File: src/rtl/finder_pattern_scan_if.sv
// Handshake and frame-buffer port bundle of the finder-pattern scanner.
// The slave side is the scanner itself; the master side is the controller and frame buffer.
interface finder_pattern_scan_if;
    localparam int unsigned ADDR_W = 20;
    localparam int unsigned VEC_W  = 480;

    logic              start_scan;
    logic              pixel_reading;
    logic [ADDR_W-1:0] address_reading;
    logic [VEC_W-1:0]  horz_patterns;
    logic [VEC_W-1:0]  vert_patterns;
    logic              busy;
    logic              scan_done;

    modport master (
        output start_scan,
        output pixel_reading,
        input  address_reading,
        input  horz_patterns,
        input  vert_patterns,
        input  busy,
        input  scan_done
    );

    modport slave (
        input  start_scan,
        input  pixel_reading,
        output address_reading,
        output horz_patterns,
        output vert_patterns,
        output busy,
        output scan_done
    );
endinterface

File: src/rtl/finder_pattern_scan.sv
// Row-major then column-major scan of the binarized frame, run-length encoding each
// line and flagging centres of 1:1:3:1:1 black/white run groups.
module finder_pattern_scan #(
    parameter int unsigned WIDTH        = 480,
    parameter int unsigned HEIGHT       = 480,
    parameter int unsigned READ_LATENCY = 2
) (
    input  logic                 clk_in,
    input  logic                 rst_in,
    finder_pattern_scan_if.slave bus
);
    localparam int unsigned CW    = 9;
    localparam int unsigned LW    = 9;
    localparam int unsigned TW    = 12;
    localparam int unsigned PW    = 16;
    localparam int unsigned AW    = 20;
    localparam int unsigned VW    = 480;
    localparam int unsigned HD    = 5;
    localparam int unsigned NW    = 3;
    localparam int unsigned DRAIN = READ_LATENCY + 1;
    localparam int unsigned DW    = $clog2(DRAIN + 1);

    localparam logic [CW-1:0] X_LAST    = CW'(WIDTH - 1);
    localparam logic [CW-1:0] Y_LAST    = CW'(HEIGHT - 1);
    localparam logic [DW-1:0] DRAIN_END = DW'(DRAIN - 1);
    localparam logic [NW-1:0] HIST_FULL = NW'(HD);

    localparam logic [2:0] S_IDLE      = 3'd0;
    localparam logic [2:0] S_ROW_SCAN  = 3'd1;
    localparam logic [2:0] S_ROW_DRAIN = 3'd2;
    localparam logic [2:0] S_COL_SCAN  = 3'd3;
    localparam logic [2:0] S_COL_DRAIN = 3'd4;
    localparam logic [2:0] S_DONE      = 3'd5;

    typedef struct packed {
        logic [LW-1:0] len;
        logic [CW-1:0] start;
        logic          colour;
    } run_t;

    typedef struct packed {
        logic          valid;
        logic          line_end;
        logic          col_pass;
        logic [CW-1:0] coord;
    } tap_t;

    logic [2:0]    state_q, state_d;
    logic [CW-1:0] x_q, x_d, y_q, y_d;
    logic [DW-1:0] drain_q, drain_d;
    logic          busy_q, busy_d, done_q, done_d;
    logic [VW-1:0] horz_q, horz_d, vert_q, vert_d;
    run_t          cur_q, cur_d;
    run_t          hist_q [HD];
    run_t          hist_d [HD];
    logic [NW-1:0] cnt_q, cnt_d;
    tap_t          tap_q [READ_LATENCY];
    tap_t          tap_in, tap;

    // Side runs must lie in [T/14, 3T/14], the core in [2T/7, 4T/7]
    function automatic logic ratio_ok(input logic [LW-1:0] l0, l1, l2, l3, l4);
        logic [TW-1:0] t;
        logic [PW-1:0] tt, k0, k1, k2, k3, k4;
        t  = TW'(l0) + TW'(l1) + TW'(l2) + TW'(l3) + TW'(l4);
        tt = PW'(t);
        k0 = PW'(14) * PW'(l0);
        k1 = PW'(14) * PW'(l1);
        k3 = PW'(14) * PW'(l3);
        k4 = PW'(14) * PW'(l4);
        k2 = PW'(7) * PW'(l2);
        return (t >= TW'(7))
            && (k0 >= tt) && (k0 <= PW'(3) * tt)
            && (k1 >= tt) && (k1 <= PW'(3) * tt)
            && (k3 >= tt) && (k3 <= PW'(3) * tt)
            && (k4 >= tt) && (k4 <= PW'(3) * tt)
            && (k2 >= PW'(2) * tt) && (k2 <= PW'(4) * tt);
    endfunction

    always_ff @(posedge clk_in or posedge rst_in) begin
        if (rst_in) begin
            state_q <= S_IDLE;
            x_q     <= '0;
            y_q     <= '0;
            drain_q <= '0;
            busy_q  <= 1'b0;
            done_q  <= 1'b0;
            horz_q  <= '0;
            vert_q  <= '0;
            cur_q   <= '0;
            cnt_q   <= '0;
            for (int i = 0; i < HD; i++) hist_q[i] <= '0;
            for (int i = 0; i < READ_LATENCY; i++) tap_q[i] <= '0;
        end else begin
            state_q <= state_d;
            x_q     <= x_d;
            y_q     <= y_d;
            drain_q <= drain_d;
            busy_q  <= busy_d;
            done_q  <= done_d;
            horz_q  <= horz_d;
            vert_q  <= vert_d;
            cur_q   <= cur_d;
            cnt_q   <= cnt_d;
            for (int i = 0; i < HD; i++) hist_q[i] <= hist_d[i];
            tap_q[0] <= tap_in;
            for (int i = 1; i < READ_LATENCY; i++) tap_q[i] <= tap_q[i-1];
        end
    end

    // Sequencer: scan counters, drain timing and the tap that follows each fetch
    always_comb begin
        state_d = state_q;
        x_d     = x_q;
        y_d     = y_q;
        drain_d = drain_q;
        tap_in  = '0;
        case (state_q)
            S_IDLE: if (bus.start_scan) state_d = S_ROW_SCAN;
            S_ROW_SCAN: begin
                tap_in.valid    = 1'b1;
                tap_in.line_end = (x_q == X_LAST);
                tap_in.coord    = x_q;
                if (x_q == X_LAST) begin
                    x_d = '0;
                    if (y_q == Y_LAST) begin
                        y_d     = '0;
                        state_d = S_ROW_DRAIN;
                    end else begin
                        y_d = y_q + CW'(1);
                    end
                end else begin
                    x_d = x_q + CW'(1);
                end
            end
            S_ROW_DRAIN: begin
                drain_d = drain_q + DW'(1);
                if (drain_q == DRAIN_END) begin
                    drain_d = '0;
                    state_d = S_COL_SCAN;
                end
            end
            S_COL_SCAN: begin
                tap_in.valid    = 1'b1;
                tap_in.line_end = (y_q == Y_LAST);
                tap_in.col_pass = 1'b1;
                tap_in.coord    = y_q;
                if (y_q == Y_LAST) begin
                    y_d = '0;
                    if (x_q == X_LAST) begin
                        x_d     = '0;
                        state_d = S_COL_DRAIN;
                    end else begin
                        x_d = x_q + CW'(1);
                    end
                end else begin
                    y_d = y_q + CW'(1);
                end
            end
            S_COL_DRAIN: begin
                drain_d = drain_q + DW'(1);
                if (drain_q == DRAIN_END) begin
                    drain_d = '0;
                    state_d = S_DONE;
                end
            end
            S_DONE:  state_d = S_IDLE;
            default: state_d = S_IDLE;
        endcase
        busy_d = (state_d == S_ROW_SCAN) || (state_d == S_ROW_DRAIN) ||
                 (state_d == S_COL_SCAN) || (state_d == S_COL_DRAIN);
        done_d = (state_d == S_DONE);
    end

    assign tap = tap_q[READ_LATENCY-1];

    // Run-length encoder and ratio test on the pixel returning from the frame buffer
    logic          pix, push_a, use_b, trig, match;
    run_t          run_a, run_b;
    run_t          h1 [HD];
    run_t          h2 [HD];
    logic [NW-1:0] c1, c2, wcnt;
    logic [LW-1:0] wl [HD];
    run_t          core;
    logic [CW-1:0] centre;

    assign pix = bus.pixel_reading;

    always_comb begin
        cur_d  = cur_q;
        cnt_d  = cnt_q;
        horz_d = horz_q;
        vert_d = vert_q;
        push_a = 1'b0;
        run_a  = cur_q;
        run_b  = cur_q;
        for (int i = 0; i < HD; i++) hist_d[i] = hist_q[i];

        if (state_q == S_IDLE && bus.start_scan) begin
            horz_d = '0;
            vert_d = '0;
        end

        if (cur_q.len == '0 || cur_q.colour != pix) begin
            push_a       = (cur_q.len != '0);
            run_b.len    = LW'(1);
            run_b.start  = tap.coord;
            run_b.colour = pix;
        end else begin
            run_b.len = cur_q.len + LW'(1);
        end
        push_a = push_a && tap.valid;

        // h1: history after a colour-change push; h2: after the line-end push
        for (int i = 0; i < HD; i++) h1[i] = hist_q[i];
        c1 = cnt_q;
        if (push_a) begin
            h1[0] = run_a;
            for (int i = 1; i < HD; i++) h1[i] = hist_q[i-1];
            c1 = (cnt_q == HIST_FULL) ? cnt_q : cnt_q + NW'(1);
        end
        for (int i = 0; i < HD; i++) h2[i] = h1[i];
        c2 = c1;
        if (tap.line_end) begin
            h2[0] = run_b;
            for (int i = 1; i < HD; i++) h2[i] = h1[i-1];
            c2 = (c1 == HIST_FULL) ? c1 : c1 + NW'(1);
        end

        use_b = tap.valid && tap.line_end && !run_b.colour;
        trig  = use_b || (push_a && !run_a.colour);
        wcnt  = use_b ? c2 : c1;
        for (int i = 0; i < HD; i++) wl[i] = use_b ? h2[i].len : h1[i].len;
        core   = use_b ? h2[2] : h1[2];
        centre = core.start + CW'(core.len >> 1);
        match  = trig && (wcnt == HIST_FULL) && !core.colour &&
                 ratio_ok(wl[4], wl[3], wl[2], wl[1], wl[0]);

        if (match && (32'(centre) < VW)) begin
            if (tap.col_pass) vert_d[centre] = 1'b1;
            else              horz_d[centre] = 1'b1;
        end

        if (tap.valid) begin
            if (tap.line_end) begin
                cur_d = '0;
                cnt_d = '0;
                for (int i = 0; i < HD; i++) hist_d[i] = '0;
            end else begin
                cur_d = run_b;
                cnt_d = c2;
                for (int i = 0; i < HD; i++) hist_d[i] = h2[i];
            end
        end
    end

    assign bus.address_reading = AW'(x_q) + AW'(y_q) * AW'(WIDTH);
    assign bus.horz_patterns   = horz_q;
    assign bus.vert_patterns   = vert_q;
    assign bus.busy            = busy_q;
    assign bus.scan_done       = done_q;
endmodule

File: src/flat_wrapper.sv
// flat-port wrapper written by rule: the top's interface ports become plain ports
module finder_pattern_scan_flat 
#(
    parameter int unsigned WIDTH        = 480,
    parameter int unsigned HEIGHT       = 480,
    parameter int unsigned READ_LATENCY = 2
)
  (clk_in, rst_in, bus_start_scan, bus_pixel_reading, bus_address_reading, bus_horz_patterns, bus_vert_patterns, bus_busy, bus_scan_done);
  finder_pattern_scan_if bus_i ();
  input  logic clk_in;
  input  logic rst_in;
  input wire logic [$bits(bus_i.start_scan)-1:0] bus_start_scan;
  input wire logic [$bits(bus_i.pixel_reading)-1:0] bus_pixel_reading;
  output wire logic [$bits(bus_i.address_reading)-1:0] bus_address_reading;
  output wire logic [$bits(bus_i.horz_patterns)-1:0] bus_horz_patterns;
  output wire logic [$bits(bus_i.vert_patterns)-1:0] bus_vert_patterns;
  output wire logic [$bits(bus_i.busy)-1:0] bus_busy;
  output wire logic [$bits(bus_i.scan_done)-1:0] bus_scan_done;
  assign bus_i.start_scan = bus_start_scan;
  assign bus_i.pixel_reading = bus_pixel_reading;
  assign bus_address_reading = bus_i.address_reading;
  assign bus_horz_patterns = bus_i.horz_patterns;
  assign bus_vert_patterns = bus_i.vert_patterns;
  assign bus_busy = bus_i.busy;
  assign bus_scan_done = bus_i.scan_done;
  finder_pattern_scan #(.WIDTH(WIDTH), .HEIGHT(HEIGHT), .READ_LATENCY(READ_LATENCY)) u_core (.clk_in(clk_in), .rst_in(rst_in), .bus(bus_i));
endmodule
File: config.mk
export PLATFORM = sky130hd
export DESIGN_NAME = finder_pattern_scan_flat
export DESIGN_NICKNAME = d
export VERILOG_FILES = /design/src/rtl/finder_pattern_scan_if.sv /design/src/rtl/finder_pattern_scan.sv /design/src/flat_wrapper.sv
export SDC_FILE = /design/constraint.sdc
export NUM_CORES = 2
export LEC_CHECK = 0
export ABC_AREA = 0
export BUFFER_PORTS_ARGS = -buffer_cell sky130_fd_sc_hd__buf_4
export CAP_MARGIN = 0
export CORE_AREA = 2 2 381 383
export DETAILED_ROUTE_END_ITERATION = 8
export DIE_AREA = 0 0 383 385
export HOLD_SLACK_MARGIN = 0.1
export PLACE_DENSITY_LB_ADDON = 0.3
export SLEW_MARGIN = 10
export SYNTH_ARGS = -nofsm -noshare
export SYNTH_HDL_FRONTEND = slang
export SYNTH_SLANG_ARGS = --single-unit
File: constraint.sdc
create_clock -name clk_in -period 51.2 [get_ports clk_in]
set_input_delay 5.12 -clock clk_in [delete_from_list [all_inputs] [get_ports clk_in]]
set_output_delay 5.12 -clock clk_in [all_outputs]
set_load 0.01 [all_outputs]
## After elaboration in Yosys (flattened, before gate mapping)

Index checks and enable logic that the tools add are counted.

- Flip-flop bits (word level): 1116
- Bits in latches: 0
- Bits in writable memories: 0
- ROM bits: 0
- Bits of input ports: 4
- Word-level logic and storage cells: 166
- Memories: 0

- Add/subtract/negate cells: 12
- Multipliers: 7
- Div/mod/pow operators: 0
- Order comparisons: 14
- Eq/ne operators: 18
- Shifts and indexed selects: 0
- Mux-type cells: 45
- Bitwise gates (word level): 2
- Reduce and logical (&&, ||, !) cells: 35

Operator list:

| operator | number |
|---|---|
| 2-to-1 mux 480 bit | 6 |
| OR 480 bit | 2 |
| 2-to-1 mux 95 bit | 3 |
| 2-to-1 mux 9 bit | 10 |
| multiplier 3 x 9 -> 12 bit, first input constant | 5 |
| less-or-equal comparator 13 x 14 -> 1 bit | 4 |
| one-hot mux 9 bit (2 select lines) | 3 |
| >= comparator 13 x 12 -> 1 bit | 4 |
| 2-to-1 mux 3 bit | 13 |
| 2-to-1 mux 19 bit | 2 |
| adder 12 x 9 -> 12 bit | 3 |
| adder 9 x 1 -> 9 bit, second input constant | 3 |
| logical AND 1 bit | 20 |
| adder 9 x 18 -> 19 bit | 1 |
| == test 3 bit, second input constant | 6 |
| == test 9 bit, second input constant | 2 |
| one-hot mux 3 bit (5 select lines) | 1 |
| less-or-equal comparator 12 x 14 -> 1 bit | 1 |
| multiplier 2 x 12 -> 14 bit, first input constant | 1 |
| >= comparator 12 x 13 -> 1 bit | 1 |
| multiplier 9 x 4 -> 13 bit, second input constant | 1 |
| == test 3 x 2 -> 1 bit, second input constant | 4 |
| >= comparator 12 x 3 -> 1 bit, second input constant | 1 |
| adder 9 x 9 -> 10 bit | 1 |
| other kinds (23) | 35 |

## Logic depth before layout (Yosys ltp)

- Depth in word-level cells: 25
- Mapped depth: 48

## Worst setup path before layout

OpenSTA, ideal clock, no wires.

- Path type: in2reg
- From: input bus_pixel_reading
- To: register u_core.vert_q[279], in the netlist u_core.bus.vert_patterns[279]
- Arrival time: 14.560 ns
- Data required time: 51.124 ns
- Path slack: 36.564 ns
- Stages on the path: 46
- Buffers on the path: 7
- Cells stage by stage: buf_4 -> xnor2_1 -> a211oi_4 -> clkbuf_1 -> nor2_1 -> clkbuf_1 -> clkbuf_1 -> a22oi_1 -> o22ai_1 -> ha_1 -> a21o_1 -> a21oi_1 -> o21ai_0 -> a21oi_1 -> o21bai_1 -> a21oi_1 -> xnor2_1 -> fa_1 -> (+10 left out) -> or3_1 -> o211ai_1 -> inv_1 -> a221oi_1 -> xnor2_1 -> ha_1 -> nand4_1 -> nor2_1 -> a221oi_1 -> a31oi_1 -> nor4_1 -> o21ai_1 -> o221ai_2 -> nand4b_4 -> buf_2 -> buf_2 -> buf_2 -> o21ai_1

- Longest elaborated chain between the ends: 25
- Elaborated cells on any way between the ends: 71
- Those cells by class: add/sub (6); mul (6); order compare (14); eq/ne (3); mux (19); bitwise (1); reduce/logical (22)

RTL lines:

| element | line | source |
|---|---|---|
| start: declaration | flat_wrapper.sv:13 | `input wire logic [$bits(bus_i.pixel_reading)-1:0] bus_pixel_reading;` |
| != test 1 bit | finder_pattern_scan.sv:203 | `if (cur_q.len == '0 \|\| cur_q.colour != pix) begin` |
| logical OR 1 bit | finder_pattern_scan.sv:203 |  |
| 2-to-1 mux 1 bit | finder_pattern_scan.sv:203 |  |
| logical AND 1 bit | finder_pattern_scan.sv:211 | `push_a = push_a && tap.valid;` |
| 2-to-1 mux 95 bit | finder_pattern_scan.sv:216 | `if (push_a) begin` |
| 2-to-1 mux 95 bit | finder_pattern_scan.sv:223 | `if (tap.line_end) begin` |
| 2-to-1 mux 9 bit | finder_pattern_scan.sv:232 | `for (int i = 0; i < HD; i++) wl[i] = use_b ? h2[i].len : h1[i].len;` |
| adder 9 x 9 -> 10 bit | finder_pattern_scan.sv:64 | `t = TW'(l0) + TW'(l1) + TW'(l2) + TW'(l3) + TW'(l4);` |
| (+6 left out) | - |  |
| logical AND 1 bit (2 in series) | finder_pattern_scan.sv:73 | `&& (k1 >= tt) && (k1 <= PW'(3) * tt)` |
| logical AND 1 bit (2 in series) | finder_pattern_scan.sv:74 | `&& (k3 >= tt) && (k3 <= PW'(3) * tt)` |
| logical AND 1 bit (2 in series) | finder_pattern_scan.sv:75 | `&& (k4 >= tt) && (k4 <= PW'(3) * tt)` |
| logical AND 1 bit (2 in series) | finder_pattern_scan.sv:76 | `&& (k2 >= PW'(2) * tt) && (k2 <= PW'(4) * tt);` |
| logical AND 1 bit | finder_pattern_scan.sv:235 | `match = trig && (wcnt == HIST_FULL) && !core.colour &&` |
| logical AND 1 bit | finder_pattern_scan.sv:238 | `if (match && (32'(centre) < VW)) begin` |
| 2-to-1 mux 480 bit * | finder_pattern_scan.sv:238 |  |
| via u_core.vert_d[279] | finder_pattern_scan.sv:52 | `logic [VW-1:0] horz_q, horz_d, vert_q, vert_d;` |
| end signal: assignment | finder_pattern_scan.sv:101 | `vert_q <= vert_d;` |
| end: declaration | finder_pattern_scan.sv:52 |  |

The timed path passes the listed nets; every way through them passes the cells marked *. The select of a mux whose other input is x is not followed.
A chain may end at the register's enable or synchronous reset.

## Worst setup path in the final report

- From: input bus_pixel_reading
- To: register u_core.horz_q[402], in the netlist u_core.bus.horz_patterns[402]

- Longest elaborated chain between the ends: 25
- Elaborated cells on any way between the ends: 71
- Those cells by class: add/sub (6); mul (6); order compare (14); eq/ne (3); mux (19); bitwise (1); reduce/logical (22)

RTL lines:

| element | line | source |
|---|---|---|
| != test 1 bit | finder_pattern_scan.sv:203 |  |
| logical OR 1 bit | finder_pattern_scan.sv:203 |  |
| 2-to-1 mux 1 bit | finder_pattern_scan.sv:203 |  |
| logical AND 1 bit | finder_pattern_scan.sv:211 |  |
| 2-to-1 mux 95 bit | finder_pattern_scan.sv:216 |  |
| 2-to-1 mux 95 bit | finder_pattern_scan.sv:223 |  |
| 2-to-1 mux 9 bit | finder_pattern_scan.sv:232 |  |
| adder 9 x 9 -> 10 bit | finder_pattern_scan.sv:64 |  |
| (+6 left out) | - |  |
| logical AND 1 bit (2 in series) | finder_pattern_scan.sv:73 |  |
| logical AND 1 bit (2 in series) | finder_pattern_scan.sv:74 |  |
| logical AND 1 bit (2 in series) | finder_pattern_scan.sv:75 |  |
| logical AND 1 bit (2 in series) | finder_pattern_scan.sv:76 |  |
| logical AND 1 bit | finder_pattern_scan.sv:235 |  |
| logical AND 1 bit | finder_pattern_scan.sv:238 |  |
| 2-to-1 mux 480 bit * | finder_pattern_scan.sv:238 |  |
| via u_core.horz_d[402] | finder_pattern_scan.sv:52 |  |
| end signal: assignment | finder_pattern_scan.sv:100 | `horz_q <= horz_d;` |
| end: declaration | finder_pattern_scan.sv:52 |  |

Marks and branches as above.

==> results.rst <==
.. list-table::
   :header-rows: 1

   * - Metric
     - Value
   * - Outcome
     - complete, but fails checks
   * - Violations in the final reports
     - max-slew violations
   * - H-tree Lvls
     - 3
   * - Relative slew margins
     - -1.82%
   * - Area of placed instances
     - 0.0638 mm²
   * - Via count
     - 50000
   * - Busiest grt layer
     - met2
   * - Io pins
     - 986
   * - Worst Reg-to-Reg Cells
     - 45
   * - Clock skew
     - 86.9 ps
   * - Source of the worst register-to-register timing path
     - u_core.tap[11]
   * - Setup repair after global routing missed its margin
     - no
   * - Combined global-route utilization of all metal layers
     - 30.7%
   * - Post-detailed-route via-to-cell ratio
     - 5.55
   * - Post-route fraction of the period consumed by the critical path
     - 35.1%
   * - Num CTS Buffers
     - 119
   * - Post-CTS setup buffer count
     - 0
   * - Routed Antenna Nets
     - 0
   * - Synth unique cells
     - 84
   * - Diode insertion count for antenna repair
     - 0
   * - Slowest Stage Delay on Critical Path
     - 950 ps
   * - Latest clock arrival within the worst-skew pair
     - 800 ps
   * - Most used DFF post-synth
     - dfrtp_1
   * - Critical-path top delay cell
     - buf_4
   * - Global Route met2 Usage
     - 45.9%
   * - Wire length of the first global-routing pass
     - 334000 µm
   * - Cell at the root of the clock tree
     - clkbuf_16
   * - Fillers
     - 13600
   * - Synth Area in Simple Gates
     - 18.8%
   * - TritonCTS clock tree
     - done
   * - Routability congestion estimate
     - 0.953
   * - Wire length per cell
     - 26.0 µm
   * - Pin count of the biggest net entering global routing
     - 266
   * - Initial cell density of the core
     - 38.5%
   * - Number of global-route vias before repair
     - 47600
   * - Final-report hold violation count
     - 0
   * - Synth-to-layout area growth
     - 23.5%
   * - Post-Synthesis Net Count
     - 6581
   * - Width of the die
     - 383 µm
   * - Post-detailed-route DRC marker count
     - 0
   * - Count of final max-slew check failures
     - 73
   * - Main combinational cell family by area after synthesis
     - simple AND/OR/NAND/NOR gates
   * - Setup TNS after final layout
     - 0 ps
   * - Worst min-delay path class
     - register to register
   * - Crit path time final
     - 17980 ps
   * - Number of synthesized flops with an enable pin
     - 0
   * - Fraction of the yosys area taken by sequential cells
     - 50.2%
   * - Most common library cell in the layout ignoring fill and taps
     - nand2_1
   * - Kind of end point of the critical path
     - register
   * - Post-cts resize count
     - 0
   * - Total power density per cell area
     - 62.8 mW/mm²
   * - Peak clock frequency supported by timing
     - 55.6 MHz
   * - 1st-iter DRT viols
     - 5780
   * - TritonCTS Sinks
     - 1105
   * - Clock transition time at the flip-flop clock pins of the worst setup and hold paths
     - 60 ps
   * - Met1 GRT Util
     - 40.5%
   * - Largest fanout of any net on the critical path
     - 165
   * - Worst setup path class
     - input port to register
   * - Leading cell types in the layout, fill and taps excluded
     - nand2_1, dfrtp_1, buf_4
   * - CORE AREA
     - 0.143 mm²
   * - Crit path launch type
     - input port
   * - Number of placed instances, taps included
     - 8784
   * - Vertical die dimension
     - 385 µm
   * - P_leak
     - 0.0314 µW
   * - Wire length after detailed routing
     - 234000 µm
   * - Die ar.
     - 0.147 mm²
   * - Worst Hold Depth
     - 0
   * - Share of synthesized cell area in full adder, half adder and majority cells
     - 8.54%
   * - Number of antenna violations at the first check in global routing
     - 8
   * - Synth Area per Inst
     - 8.81 µm²
   * - Met3 Resource Use GR
     - 8.10%
   * - GR Overflow Total
     - 0
   * - #FFs+latches synth
     - 1105
   * - Endpoint of the worst hold-timing path
     - u_core.tap[8]
   * - Required time of the critical path
     - 51740 ps
   * - Reg2Reg Capture Point
     - u_core.bus.horz_patterns[402]
   * - Number of standard-cell rows in the floorplan
     - 139
   * - Number of iterations in the first detailed-routing pass
     - 7
   * - Estimated wirelength of the detail-placed design
     - 169000 µm
   * - Worst endpoint data arrival time
     - 18520 ps
   * - Maximum clock path buffer count
     - 3
   * - Net count of the finished layout
     - 7330
   * - Area share of xor/xnor cells in the synthesized design
     - 1.49%
   * - Share of the synthesized area in the top cell type
     - 50.2%
   * - Biggest area consumer among synthesized cells
     - dfrtp_1
   * - Setup Viol. Count Final
     - 0
   * - Syn Std Cell Area
     - 0.0551 mm²
   * - Max rail drop VDD
     - 0.311 mV
   * - Worst-Margin Slew
     - 1530 ps
   * - Hold_buf cts
     - 0
   * - Library cell appearing most often on the critical path
     - buf_4
   * - Max-cap viol count
     - 0
   * - Number of warnings printed during yosys synthesis
     - 0
   * - Fraction of layout cells with a size suffix above 1
     - 18.2%
   * - Async SR Flop Fraction
     - 100%
   * - Complex-gate fraction of the synthesized area
     - 15.1%
   * - # port buffers
     - 984
   * - Number of non-filler instances in the completed layout
     - 9004
   * - Area contributors post-synth
     - dfrtp_1, nand2_1, o21ai_0, ha_1, o21ai_1
   * - Mapped Cells
     - 6253
   * - HP Start
     - u_core.tap_q[20]
   * - Register-to-register setup slack
     - 36770 ps
   * - Summed area of non-filler cells in the final layout
     - 0.0680 mm²
   * - Mux contribution to synthesized area
     - 1.85%
[metrics by stage]
stage          power [µW]  util (%)  hold WS, ps  setup slack (ps)
3_3_place_gp         3250      44.6          337             32860
3_5_place_dp         3300      44.6          335             32760
5_1_grt              4570      47.5          354             32250
6_report             4270      47.5          338             33220
4_1_cts              4220      47.5          344             33530
2_1_floorplan        2570         -          331             14970
[synthesized netlist by cell type (14+ instances only)]
| master | instances |
|---|---|
| nand4_1 | 19 |
| mux2i_1 | 97 |
| a21o_1 | 41 |
| nand2_1 | 2028 |
| o21ai_0 | 655 |
| a21oi_1 | 79 |
| xnor2_1 | 58 |
| ha_1 | 244 |
| buf_2 | 52 |
| o21ai_1 | 401 |
| o22ai_1 | 49 |
| nor3_1 | 58 |
| a211oi_1 | 17 |
| nor2_1 | 341 |
| xor2_1 | 34 |
| and3_1 | 18 |
| clkbuf_1 | 347 |
| buf_1 | 14 |
| fa_1 | 80 |
| a22oi_1 | 43 |
| o21a_1 | 15 |
| nand3_1 | 25 |
| o2bb2ai_1 | 77 |
| nor2b_1 | 28 |
| inv_1 | 129 |
| dfrtp_1 | 1105 |
| nand2b_1 | 19 |
| o21bai_1 | 14 |
[per-layer routing]
layer / vias up / share of wire [%]
met1: 24900 / 40
met5: - / 0.012
li1: 22300 / -
met2: 2341 / 44
met4: 4 / 6.3
met3: 489 / 9.1
[flip-flops by register name (all words and copies together), names as in the netlist, 9 cells and up]
register and count:
u_core.hist_q 74, u_core.tap_q 12, u_core.cur_q 19, u_core.bus.vert_patterns 480, u_core.x_q 9, u_core.tap 12, u_core.y_q 9, u_core.bus.horz_patterns 480
[how the worst max path moves through the flow]
stage | from | to | slack (ps) | cells past startpoint
final | bus_pixel_reading | u_core.bus.horz_patterns[402] | 33220 | 45
after global routing | bus_pixel_reading | u_core.bus.horz_patterns[181] | 32250 | 45
after CTS | bus_pixel_reading | u_core.bus.horz_patterns[402] | 33530 | 45
after detailed placement | bus_pixel_reading | u_core.bus.horz_patterns[439] | 32760 | 45
after global placement | bus_pixel_reading | u_core.bus.horz_patterns[179] | 32860 | 45
after floorplan | rst_in | u_core.bus.busy | 14970 | 1
[worst max-delay path, delay by kind of cell]
kind,cells,cell delay (ps)
and+or+nand+nor,6,1610
AOI/OAI and AO/OA,17,4060
xor gates and xnor gates,4,780
buffers and inverters,12,4240
adders and majority gates,6,2330
[report_power, final]
group	switching (µW)	leakage [µW]	internal (µW)
clock network	388	0.00203	525
registers	18.9	0.0153	888
logic	1570	0.0141	875
[logic make-up after synthesis]
kind of cell / Yosys count
fa+ha+maj: 329
buf+inv: 556
compound gates: 1470
other cells: 1
flops: 1105
simple gates: 2598
mux: 101
xor+xnor: 93
[area by class of cell]
cell class / count / area (µm²) / area share [%]
Sequential cell: 1105 / 27700 / 40.7
Multi-Input combinational cell: 4592 / 25300 / 37.2
Timing Repair Buffer: 1054 / 8000 / 11.8
Clock buffer: 173 / 3480 / 5.12
Tap cell: 1903 / 2380 / 3.50
Clock inverter: 47 / 672 / 0.988
Inverter: 130 / 495 / 0.729
Note: power is estimated with default switching activity, not from simulation.
